### config.mk
export PLATFORM = sky130hd
export DESIGN_NAME = west_skew_feeder
export DESIGN_NICKNAME = d
export VERILOG_FILES = /design/src/rtl/tpu_pkg.sv /design/src/rtl/skew_delay_line.sv /design/src/rtl/west_skew_feeder.sv
export SDC_FILE = /design/constraint.sdc
export NUM_CORES = 1
export LEC_CHECK = 0
export BUFFER_PORTS_ARGS = -buffer_cell sky130_fd_sc_hd__clkbuf_2
export CORE_AREA = 4 4 141 143
export DETAILED_ROUTE_END_ITERATION = 6
export DIE_AREA = 0 0 145 147
export MAX_ROUTING_LAYER = met4
export PLACE_DENSITY = 0.81
export SLEW_MARGIN = 5
export SYNTH_ARGS = -nofsm -noshare
export SYNTH_HDL_FRONTEND = slang
export SYNTH_SLANG_ARGS = --single-unit
export TNS_END_PERCENT = 5
### constraint.sdc
create_clock -name clock -period 1.5 [get_ports clock]
set_clock_uncertainty 0.1 [all_clocks]
set_input_delay 0.15 -clock clock [delete_from_list [all_inputs] [get_ports clock]]
set_output_delay 0.15 -clock clock [all_outputs]
set_load 0.01 [all_outputs]
### src/rtl/tpu_pkg.sv
// tpu_pkg: shared sizing defaults and feeder state encoding for the TPU west-edge datapath
package tpu_pkg;
  localparam int DATA_SIZE_DEF = 8;
  localparam int MAC_WIDTH_DEF = 8;
  localparam int VCOUNT_W = 16;
  typedef enum logic [1:0] {IDLE, STREAM, DRAIN} feeder_state_e;
endpackage

### src/rtl/skew_delay_line.sv
// skew_delay_line: DEPTH-stage shift register with synchronous clear
module skew_delay_line #(
  parameter int DEPTH = 1,
  parameter int WIDTH = 9
) (
  input  logic             clock,
  input  logic             reset,
  input  logic [WIDTH-1:0] d,
  output logic [WIDTH-1:0] q
);
  logic [WIDTH-1:0] pipe_q [DEPTH];
  logic [WIDTH-1:0] pipe_d [DEPTH];
  always_comb begin
    pipe_d[0] = d;
    for (int i = 1; i < DEPTH; i++) pipe_d[i] = pipe_q[i-1];
  end
  always_ff @(posedge clock) begin
    for (int i = 0; i < DEPTH; i++) pipe_q[i] <= reset ? '0 : pipe_d[i];
  end
  assign q = pipe_q[DEPTH-1];
endmodule

### src/rtl/west_skew_feeder.sv
// west_skew_feeder: staggers activation vectors into a diagonal wavefront for the systolic array
module west_skew_feeder
  import tpu_pkg::*;
#(
  parameter int DATA_SIZE = DATA_SIZE_DEF,
  parameter int MAC_WIDTH = MAC_WIDTH_DEF
) (
  input  logic                           clock,
  input  logic                           reset,
  input  logic                           in_valid,
  output logic                           in_ready,
  input  logic [DATA_SIZE*MAC_WIDTH-1:0] in_vector,
  input  logic                           in_last,
  output logic [DATA_SIZE*MAC_WIDTH-1:0] data_west,
  output logic [MAC_WIDTH-1:0]           row_valid,
  output logic                           busy,
  output logic                           done,
  output logic [VCOUNT_W-1:0]            vector_count
);
  localparam int DC_W = $clog2(MAC_WIDTH);
  feeder_state_e       state_q, state_d;
  logic [DC_W-1:0]     drain_cnt_q, drain_cnt_d;
  logic [VCOUNT_W-1:0] vector_count_q, vector_count_d;
  logic                done_q, done_d;
  logic                beat;
  assign beat = in_valid && in_ready;
  always_ff @(posedge clock) begin
    if (reset) begin
      state_q        <= IDLE;
      drain_cnt_q    <= '0;
      vector_count_q <= '0;
      done_q         <= 1'b0;
    end else begin
      state_q        <= state_d;
      drain_cnt_q    <= drain_cnt_d;
      vector_count_q <= vector_count_d;
      done_q         <= done_d;
    end
  end
  always_comb begin
    state_d        = state_q;
    drain_cnt_d    = drain_cnt_q;
    vector_count_d = vector_count_q;
    done_d         = 1'b0;
    if (beat) begin
      vector_count_d = (state_q == IDLE) ? VCOUNT_W'(1) : vector_count_q + 1'b1;
      state_d        = in_last ? DRAIN : STREAM;
      drain_cnt_d    = DC_W'(MAC_WIDTH - 1);
    end
    if (state_q == DRAIN) begin
      done_d      = drain_cnt_q == DC_W'(1);
      state_d     = done_d ? IDLE : DRAIN;
      drain_cnt_d = drain_cnt_q - 1'b1;
    end
  end
  always_comb begin
    in_ready = state_q != DRAIN;
    busy     = state_q != IDLE;
  end
  assign done         = done_q;
  assign vector_count = vector_count_q;
  // Non-beat cycles push zero data with valid low so downstream partial sums stay neutral
  for (genvar r = 0; r < MAC_WIDTH; r++) begin : g_row
    logic [DATA_SIZE:0] lane;
    skew_delay_line #(.DEPTH(r + 1), .WIDTH(DATA_SIZE + 1)) u_dl (
      .clock (clock),
      .reset (reset),
      .d     ({beat, {DATA_SIZE{beat}} & in_vector[r*DATA_SIZE +: DATA_SIZE]}),
      .q     (lane)
    );
    assign row_valid[r]                        = lane[DATA_SIZE];
    assign data_west[r*DATA_SIZE +: DATA_SIZE] = lane[DATA_SIZE-1:0];
  end
endmodule

Word level (Yosys, flattened, before mapping). Memory sizes are Yosys's and may differ from the RTL's. Index checks and enable logic that the tools add are counted.

$add $sub $neg: 2. $mul: 0. Div/mod/pow operators: 0. Magnitude comparators: 0. Equality and inequality tests: 3. Shifts and indexed selects: 0. Mux-type cells: 43. Bitwise operators: 9. Reductions and logical operators: 5.

Operators by type and width (number): $mux 9 (36); $and 8x8->8 (8); $add 16x1->16 const B (1); $mux 16 (1); $mux 2 (4); $mux 3 (2); $reduce_bool 2->1 (2); $eq 3x1->1 const B (1); $sub 3x1->3 const B (1); $eq 2x2->1 const B (1); $logic_not 2->1 (1); $ne 2x2->1 const B (1); $reduce_or 2->1 (1); $logic_and 1x1->1 (1); $not 1->1 (1).

Register bits: 22. Latch bits: 0. Memory bits (writable): 324. ROM bits: 0. Output and inout bits: 91. Logic and storage cells: 74. Memories: 8.

Memory list: g_row[7].u_dl.pipe_q (depth 8, bits a word 9, rd ports 8, clocked after Yosys merged registers in 0, write ports 8, RTL line skew_delay_line.sv:11) `logic [WIDTH-1:0] pipe_q [DEPTH];`; g_row[6].u_dl.pipe_q (depth 7, bits a word 9, rd ports 7, clocked after Yosys merged registers in 0, write ports 7, RTL line skew_delay_line.sv:11); g_row[5].u_dl.pipe_q (depth 6, bits a word 9, rd ports 6, clocked after Yosys merged registers in 0, write ports 6, RTL line skew_delay_line.sv:11); g_row[4].u_dl.pipe_q (depth 5, bits a word 9, rd ports 5, clocked after Yosys merged registers in 0, write ports 5, RTL line skew_delay_line.sv:11); g_row[3].u_dl.pipe_q (depth 4, bits a word 9, rd ports 4, clocked after Yosys merged registers in 0, write ports 4, RTL line skew_delay_line.sv:11); g_row[2].u_dl.pipe_q (depth 3, bits a word 9, rd ports 3, clocked after Yosys merged registers in 0, write ports 3, RTL line skew_delay_line.sv:11); +2 memories.

Longest topological paths before layout.
Depth after elaboration: 4. Gate-level depth with buffers: 8.

Modules after synthesis. From an unflattened synthesis, not the netlist that was laid out.

Cell total of the unflattened synthesis: 875. Area, all modules: 10272.4 sq um.

By module, submodules not included: skew_delay_line at g_row[7].u_dl (instances 1, cells each 152, area each 1981.9 sq um, sequential area each 1441.4 sq um); skew_delay_line at g_row[6].u_dl (instances 1, cells each 132, area each 1685.4 sq um, sequential area each 1261.2 sq um); west_skew_feeder (instances 1, cells each 198, area each 1488.9 sq um, sequential area each 440.4 sq um); skew_delay_line at g_row[5].u_dl (instances 1, cells each 113, area each 1443.9 sq um, sequential area each 1081.0 sq um); skew_delay_line at g_row[4].u_dl (instances 1, cells each 94, area each 1202.4 sq um, sequential area each 900.9 sq um); skew_delay_line at g_row[3].u_dl (instances 1, cells each 75, area each 994.7 sq um, sequential area each 720.7 sq um); skew_delay_line at g_row[2].u_dl (instances 1, cells each 56, area each 749.5 sq um, sequential area each 540.5 sq um); skew_delay_line at g_row[1].u_dl (instances 1, cells each 37, area each 489.2 sq um, sequential area each 360.3 sq um); skew_delay_line at g_row[0].u_dl (instances 1, cells each 18, area each 236.5 sq um, sequential area each 180.2 sq um).

Worst setup path after synthesis. Ideal clock, no wire load.

Kind: reg-to-reg. From: register vector_count_q[7] (netlist: vector_count[7]). To: register vector_count_q[15] (netlist: vector_count[15]). Arrival: 1.359 ns. Required time: 1.330 ns. Setup slack: -0.029 ns. Cell stages (with the launch flop): 5. Period minus slack after synthesis: 1.529 ns. Cells stage by stage: dfxtp_1 and4_1 nand2_1 or4_1 a21oi_1.

Cells in the longest elaborated chain, start to end: 2.

RTL lines: from (decl) (RTL line west_skew_feeder.sv:23) `logic [VCOUNT_W-1:0] vector_count_q, vector_count_d;`; from (signal assigned) (RTL line west_skew_feeder.sv:36) `vector_count_q <= vector_count_d;`; $add 16x1->16 (RTL line west_skew_feeder.sv:46) `vector_count_d = (state_q == IDLE) ? VCOUNT_W'(1) : vector_count_q + 1'b1;`; $mux 16 (RTL line west_skew_feeder.sv:46).

No other way between the ends. A chain may end at the register's enable or synchronous reset.

Worst setup path after layout.
From: register state_q[0]. To: output port in_ready.

Cells in the longest elaborated chain, start to end: 1.

RTL lines: from (decl) (RTL line west_skew_feeder.sv:21) `feeder_state_e state_q, state_d;`; from (signal assigned) (RTL line west_skew_feeder.sv:34) `state_q <= state_d;`; $ne 2x2->1 (RTL line west_skew_feeder.sv:57) `in_ready = state_q != DRAIN;`; to (decl) (RTL line west_skew_feeder.sv:11) `output logic in_ready,`.

No other way between the ends.

==> flow_results.xml <==
<?xml version="1.0" encoding="UTF-8"?>
<metrics>
  <group name="status">
    <metric name="run_status" unit="">finished with violations</metric>
    <metric name="violated_checks" unit="">setup timing</metric>
  </group>
  <group name="floorplan">
    <metric name="top_level_ports" unit="">159</metric>
    <metric name="design.die.area" unit="um^2">21300</metric>
    <metric name="initial_utilization" unit="%">48.5</metric>
    <metric name="num_rows" unit="">50</metric>
    <metric name="die_height" unit="um">147</metric>
    <metric name="design.core.area" unit="um^2">18600</metric>
    <metric name="chipWidth" unit="um">145</metric>
  </group>
  <group name="synthesis">
    <metric name="synth_enable_flop_cells" unit="">0</metric>
    <metric name="most_frequently_used_flop_master_after_synthesis" unit="">sky130_fd_sc_hd__dfxtp_1</metric>
    <metric name="post_synth.cell_area_avg" unit="um^2">12.0</metric>
    <metric name="yosys.cell_types.count" unit="">33</metric>
    <metric name="synth_seq_area_share" unit="%">70.7</metric>
    <metric name="postSynthCellCount" unit="">748</metric>
    <metric name="yosysWarnings" unit="">0</metric>
    <metric name="synth_fp_nets" unit="">819</metric>
    <metric name="netlist_area" unit="um^2">9000</metric>
    <metric name="ys_seq_elements" unit="">318</metric>
    <metric name="synthArstFlopShare" unit="%">0</metric>
  </group>
  <group name="finish">
    <metric name="final_util" unit="%">64.7</metric>
    <metric name="n_fill_cell" unit="">1341</metric>
    <metric name="final_net_count" unit="">1061</metric>
    <metric name="sequential_cell_area" unit="um^2">6380</metric>
    <metric name="post_route_cells_drive_above_1_share" unit="%">26.6</metric>
    <metric name="multi_input_area" unit="um^2">2490</metric>
    <metric name="area_growth_syn_to_layout" unit="%">33.5</metric>
  </group>
  <group name="routing">
    <metric name="via_count" unit="">5344</metric>
    <metric name="route.detailed.wl_per_inst" unit="um">12.3</metric>
    <metric name="wl_met3" unit="um">811</metric>
    <metric name="drcViolationCount" unit="">0</metric>
    <metric name="drt_pass1_iterations" unit="">4</metric>
    <metric name="routed-wl-met2" unit="um">7650</metric>
    <metric name="routed_wl" unit="um">15400</metric>
    <metric name="first_iter_violations" unit="">105</metric>
    <metric name="detail-route-antenna-nets" unit="">0</metric>
    <metric name="wl_met1" unit="um">6470</metric>
    <metric name="vias_per_cell" unit="">4.28</metric>
    <metric name="route.top_layer_used" unit="">met4</metric>
  </group>
  <group name="sta">
    <metric name="timing.fmax" unit="MHz">624</metric>
    <metric name="finalHoldViolCount" unit="">0</metric>
    <metric name="rsz_0062_raised_after_global_routing" unit="">yes</metric>
    <metric name="setup_violations" unit="">8</metric>
    <metric name="timing_worst_slew_pin_value" unit="ns">0.428</metric>
    <metric name="timing.final.ws_setup" unit="ns">-0.103</metric>
    <metric name="slew_viol_final" unit="">0</metric>
    <metric name="timing.max_slew.rel_slack" unit="%">71.5</metric>
    <metric name="period_needed" unit="ns">1.60</metric>
    <metric name="final_min_period_over_clock_period" unit="%">107</metric>
  </group>
  <group name="critical_path">
    <metric name="startpoint_type" unit="">flip-flop</metric>
    <metric name="timing.critical_path.required" unit="ns">1.25</metric>
    <metric name="length_in_cells_of_the_worst_reg_to_reg_path" unit="">6</metric>
    <metric name="path_max_fanout" unit="">2</metric>
    <metric name="reg2reg_slack" unit="ns">-0.07</metric>
    <metric name="critical_path_arrival" unit="ns">1.35</metric>
    <metric name="end_kind" unit="">output pin</metric>
    <metric name="worstReg2RegEnd" unit="">vector_count[10]</metric>
    <metric name="timing.rr.start" unit="">state_q[1]</metric>
    <metric name="path_class" unit="">reg2out</metric>
  </group>
  <group name="worst_hold_path">
    <metric name="whs_endpoint" unit="">vector_count[1]</metric>
    <metric name="holdPathStages" unit="">4</metric>
    <metric name="min-delay-start" unit="">in_valid</metric>
    <metric name="hold_path_class" unit="">in2reg</metric>
  </group>
  <group name="clocking">
    <metric name="worst_setup_hold_path_clk_slew" unit="ns">0.06</metric>
    <metric name="tritoncts.num_buffers" unit="">30</metric>
    <metric name="htree_levels" unit="">1</metric>
    <metric name="cts_sinks" unit="">318</metric>
    <metric name="cts_tree" unit="">built</metric>
    <metric name="root_buffer" unit="">sky130_fd_sc_hd__clkbuf_16</metric>
    <metric name="clock_latency" unit="ns">0.52</metric>
    <metric name="ctsLongestPathBuffers" unit="">3</metric>
  </group>
  <group name="global_route">
    <metric name="first_pass_grt_wire_length" unit="um">25400</metric>
    <metric name="grt_max_degree" unit="">100</metric>
    <metric name="gr-total-overflow" unit="">0</metric>
    <metric name="grt_use_total" unit="%">14.5</metric>
    <metric name="number_of_global_route_vias_before_repair" unit="">5292</metric>
    <metric name="antenna_violations_before_repair" unit="">1</metric>
  </group>
  <group name="pwr">
    <metric name="p_seq_share" unit="%">50.7</metric>
    <metric name="sw_frac_of_total" unit="%">19.2</metric>
    <metric name="p_int" unit="mW">13.8</metric>
    <metric name="p_comb_share" unit="%">4.1</metric>
    <metric name="clock_power_share" unit="%">45.2</metric>
    <metric name="design_power_total" unit="mW">17.1</metric>
    <metric name="irDropWorstVdd" unit="mV">0.978</metric>
    <metric name="netSwitchingPower" unit="mW">3.29</metric>
    <metric name="power.density_cell_area" unit="nW/um^2">1420</metric>
    <metric name="leakagePower" unit="nW">5.14</metric>
  </group>
  <group name="place">
    <metric name="dpl_hpwl" unit="um">8710</metric>
    <metric name="port-buffer-count" unit="">158</metric>
    <metric name="globalplace.congestion" unit="">0.765</metric>
  </group>
  <group name="job">
    <metric name="cap_violations" unit="">0</metric>
  </group>
</metrics>
metal layers:
metal,GRT usage (%),vias up
met5,-,-
met4,5.46,0
met3,2.81,44
met2,25.1,154
met1,16.9,2353
li1,-,2793
layout by cell type, fill, tap and decap left out, types with 2 or more instances in the layout:
master / synthesis / layout
sky130_fd_sc_hd__dfxtp_4: 0 / 2
sky130_fd_sc_hd__bufinv_16: 0 / 4
sky130_fd_sc_hd__clkbuf_1: 29 / 7
sky130_fd_sc_hd__clkbuf_16: 0 / 31
sky130_fd_sc_hd__xor2_1: 4 / 4
sky130_fd_sc_hd__inv_1: 6 / 6
sky130_fd_sc_hd__nand4_4: 2 / 2
sky130_fd_sc_hd__dfxtp_1: 318 / 308
sky130_fd_sc_hd__clkinv_2: 0 / 4
sky130_fd_sc_hd__buf_4: 7 / 25
sky130_fd_sc_hd__or3_1: 8 / 5
sky130_fd_sc_hd__clkbuf_8: 0 / 8
sky130_fd_sc_hd__a211oi_1: 3 / 2
sky130_fd_sc_hd__ha_1: 3 / 2
sky130_fd_sc_hd__nor3_1: 3 / 3
sky130_fd_sc_hd__dfxtp_2: 0 / 8
sky130_fd_sc_hd__or3_4: 0 / 3
sky130_fd_sc_hd__clkbuf_2: 0 / 156
sky130_fd_sc_hd__a21oi_2: 0 / 3
sky130_fd_sc_hd__buf_12: 0 / 4
sky130_fd_sc_hd__nand3_1: 4 / 3
sky130_fd_sc_hd__nand2_1: 5 / 3
sky130_fd_sc_hd__o21ai_0: 8 / 6
sky130_fd_sc_hd__nor2b_1: 233 / 232
sky130_fd_sc_hd__and4_1: 3 / 2
sky130_fd_sc_hd__and2_1: 66 / 66
sky130_fd_sc_hd__nor2_4: 0 / 2
sky130_fd_sc_hd__a21oi_1: 11 / 8
sky130_fd_sc_hd__nand4_1: 4 / 4
sky130_fd_sc_hd__a311oi_1: 2 / 2
sky130_fd_sc_hd__dlygate4sd3_1: 0 / 66
sky130_fd_sc_hd__nor2_1: 9 / 7
flip-flops by register name, indices dropped and copies added, names as in the netlist:
signal and flops:
state_q 2, done 1, drain_cnt_q 3, vector_count 16, g_row.u_dl.pipe_q 296
synth_stat cells (2+ instances only):
| cell type | count | area [um^2] |
|---|---|---|
| sky130_fd_sc_hd__buf_4 | 7 | 52.6 |
| sky130_fd_sc_hd__and2_1 | 66 | 413 |
| sky130_fd_sc_hd__xor2_1 | 4 | 35.0 |
| sky130_fd_sc_hd__buf_2 | 7 | 35.0 |
| sky130_fd_sc_hd__nand2_1 | 5 | 18.8 |
| sky130_fd_sc_hd__a211oi_1 | 3 | 22.5 |
| sky130_fd_sc_hd__nand4_4 | 2 | 42.5 |
| sky130_fd_sc_hd__a21oi_1 | 11 | 55.1 |
| sky130_fd_sc_hd__nor2b_1 | 233 | 1460 |
| sky130_fd_sc_hd__clkbuf_1 | 29 | 109 |
| sky130_fd_sc_hd__a311oi_1 | 2 | 17.5 |
| sky130_fd_sc_hd__nor3_1 | 3 | 15.0 |
| sky130_fd_sc_hd__nand4_1 | 4 | 25.0 |
| sky130_fd_sc_hd__or3_1 | 8 | 50.1 |
| sky130_fd_sc_hd__and4_1 | 3 | 26.3 |
| sky130_fd_sc_hd__dfxtp_1 | 318 | 6370 |
| sky130_fd_sc_hd__inv_1 | 6 | 22.5 |
| sky130_fd_sc_hd__nor2_1 | 9 | 33.8 |
| sky130_fd_sc_hd__nand3_1 | 4 | 20.0 |
| sky130_fd_sc_hd__and3_1 | 2 | 12.5 |
| sky130_fd_sc_hd__ha_1 | 3 | 37.5 |
| sky130_fd_sc_hd__o21ai_0 | 8 | 40.0 |
how the worst max path moves through the flow:
| stage | slack, ns | cells after the start | endpoint | startpoint |
|---|---|---|---|---|
| floorplan | 0.005 | 4 | vector_count[15] | vector_count[0] |
| global placement | 0.01 | 6 | vector_count[15] | state_q[1] |
| detailed placement | -0.04 | 4 | vector_count[15] | vector_count[1] |
| CTS | -0.12 | 4 | in_ready | state_q[1] |
| global route | -0.15 | 4 | in_ready | state_q[1] |
| finish | -0.10 | 4 | in_ready | state_q[0] |
per-stage QoR:
stage	setup TNS [ns]	area [um^2]	hold WS [ns]	std cells	worst slack (ns)
floorplan	0	9010	0.146	748	0.00536
detailed placement	-0.0667	10100	0.251	1117	-0.0447
CTS	-0.272	11900	0.0152	1240	-0.124
global placement	0	10100	0.249	1117	0.0124
global route	-1.79	12000	0.0673	1248	-0.153
finish	-0.408	12000	0.0445	1248	-0.103
cells by family (layout without fill, tap and decap cells):
family	after synthesis	after routing	synth area share [%]
XOR/XNOR	5	5	0.486
other	0	1	0
AO/OA/AOI/OAI	28	28	1.85
flip-flops	318	318	70.7
AND/OR/NAND/NOR	341	341	23.6
buffers and inverters	52	317	2.78
adder cells (fa/ha/maj)	3	3	0.417
multiplexers	1	1	0.125
power groups by stage:
stage	combinational, mW	clock [mW]	sequential (mW)
finish	0.700	7.73	8.66
global route	0.768	8.32	8.68
CTS	0.676	7.95	8.66
detailed placement	0.520	0	8.85
global placement	0.506	0	8.84
floorplan	0.294	0	8.85
critical path, stage by stage, from the launching register on:
cell and delay, ns:
sky130_fd_sc_hd__dfxtp_2 0.35, sky130_fd_sc_hd__nor2b_4 0.23, sky130_fd_sc_hd__inv_12 0.03, sky130_fd_sc_hd__buf_8 0.11, sky130_fd_sc_hd__buf_6 0.11
area by class of cell:
cell class / instances / share of cell area [%]
diodes: 1 / 0.0208
clock buffers: 45 / 7.47
clock inverters: 10 / 1.30
inverters: 7 / 0.323
multi-input cells: 378 / 20.7
flip-flops and latches: 318 / 53.1
well taps: 234 / 2.44
repair buffers: 255 / 14.7
repair_timing:
item	CTS	global route
resized for setup	13	27
pin swaps	0	9
endpoints found under the hold margin	82	0
endpoints found under the setup margin	7	76
hold buffers	67	0
setup buffers	2	7
Power figures use the tool's default switching activity.
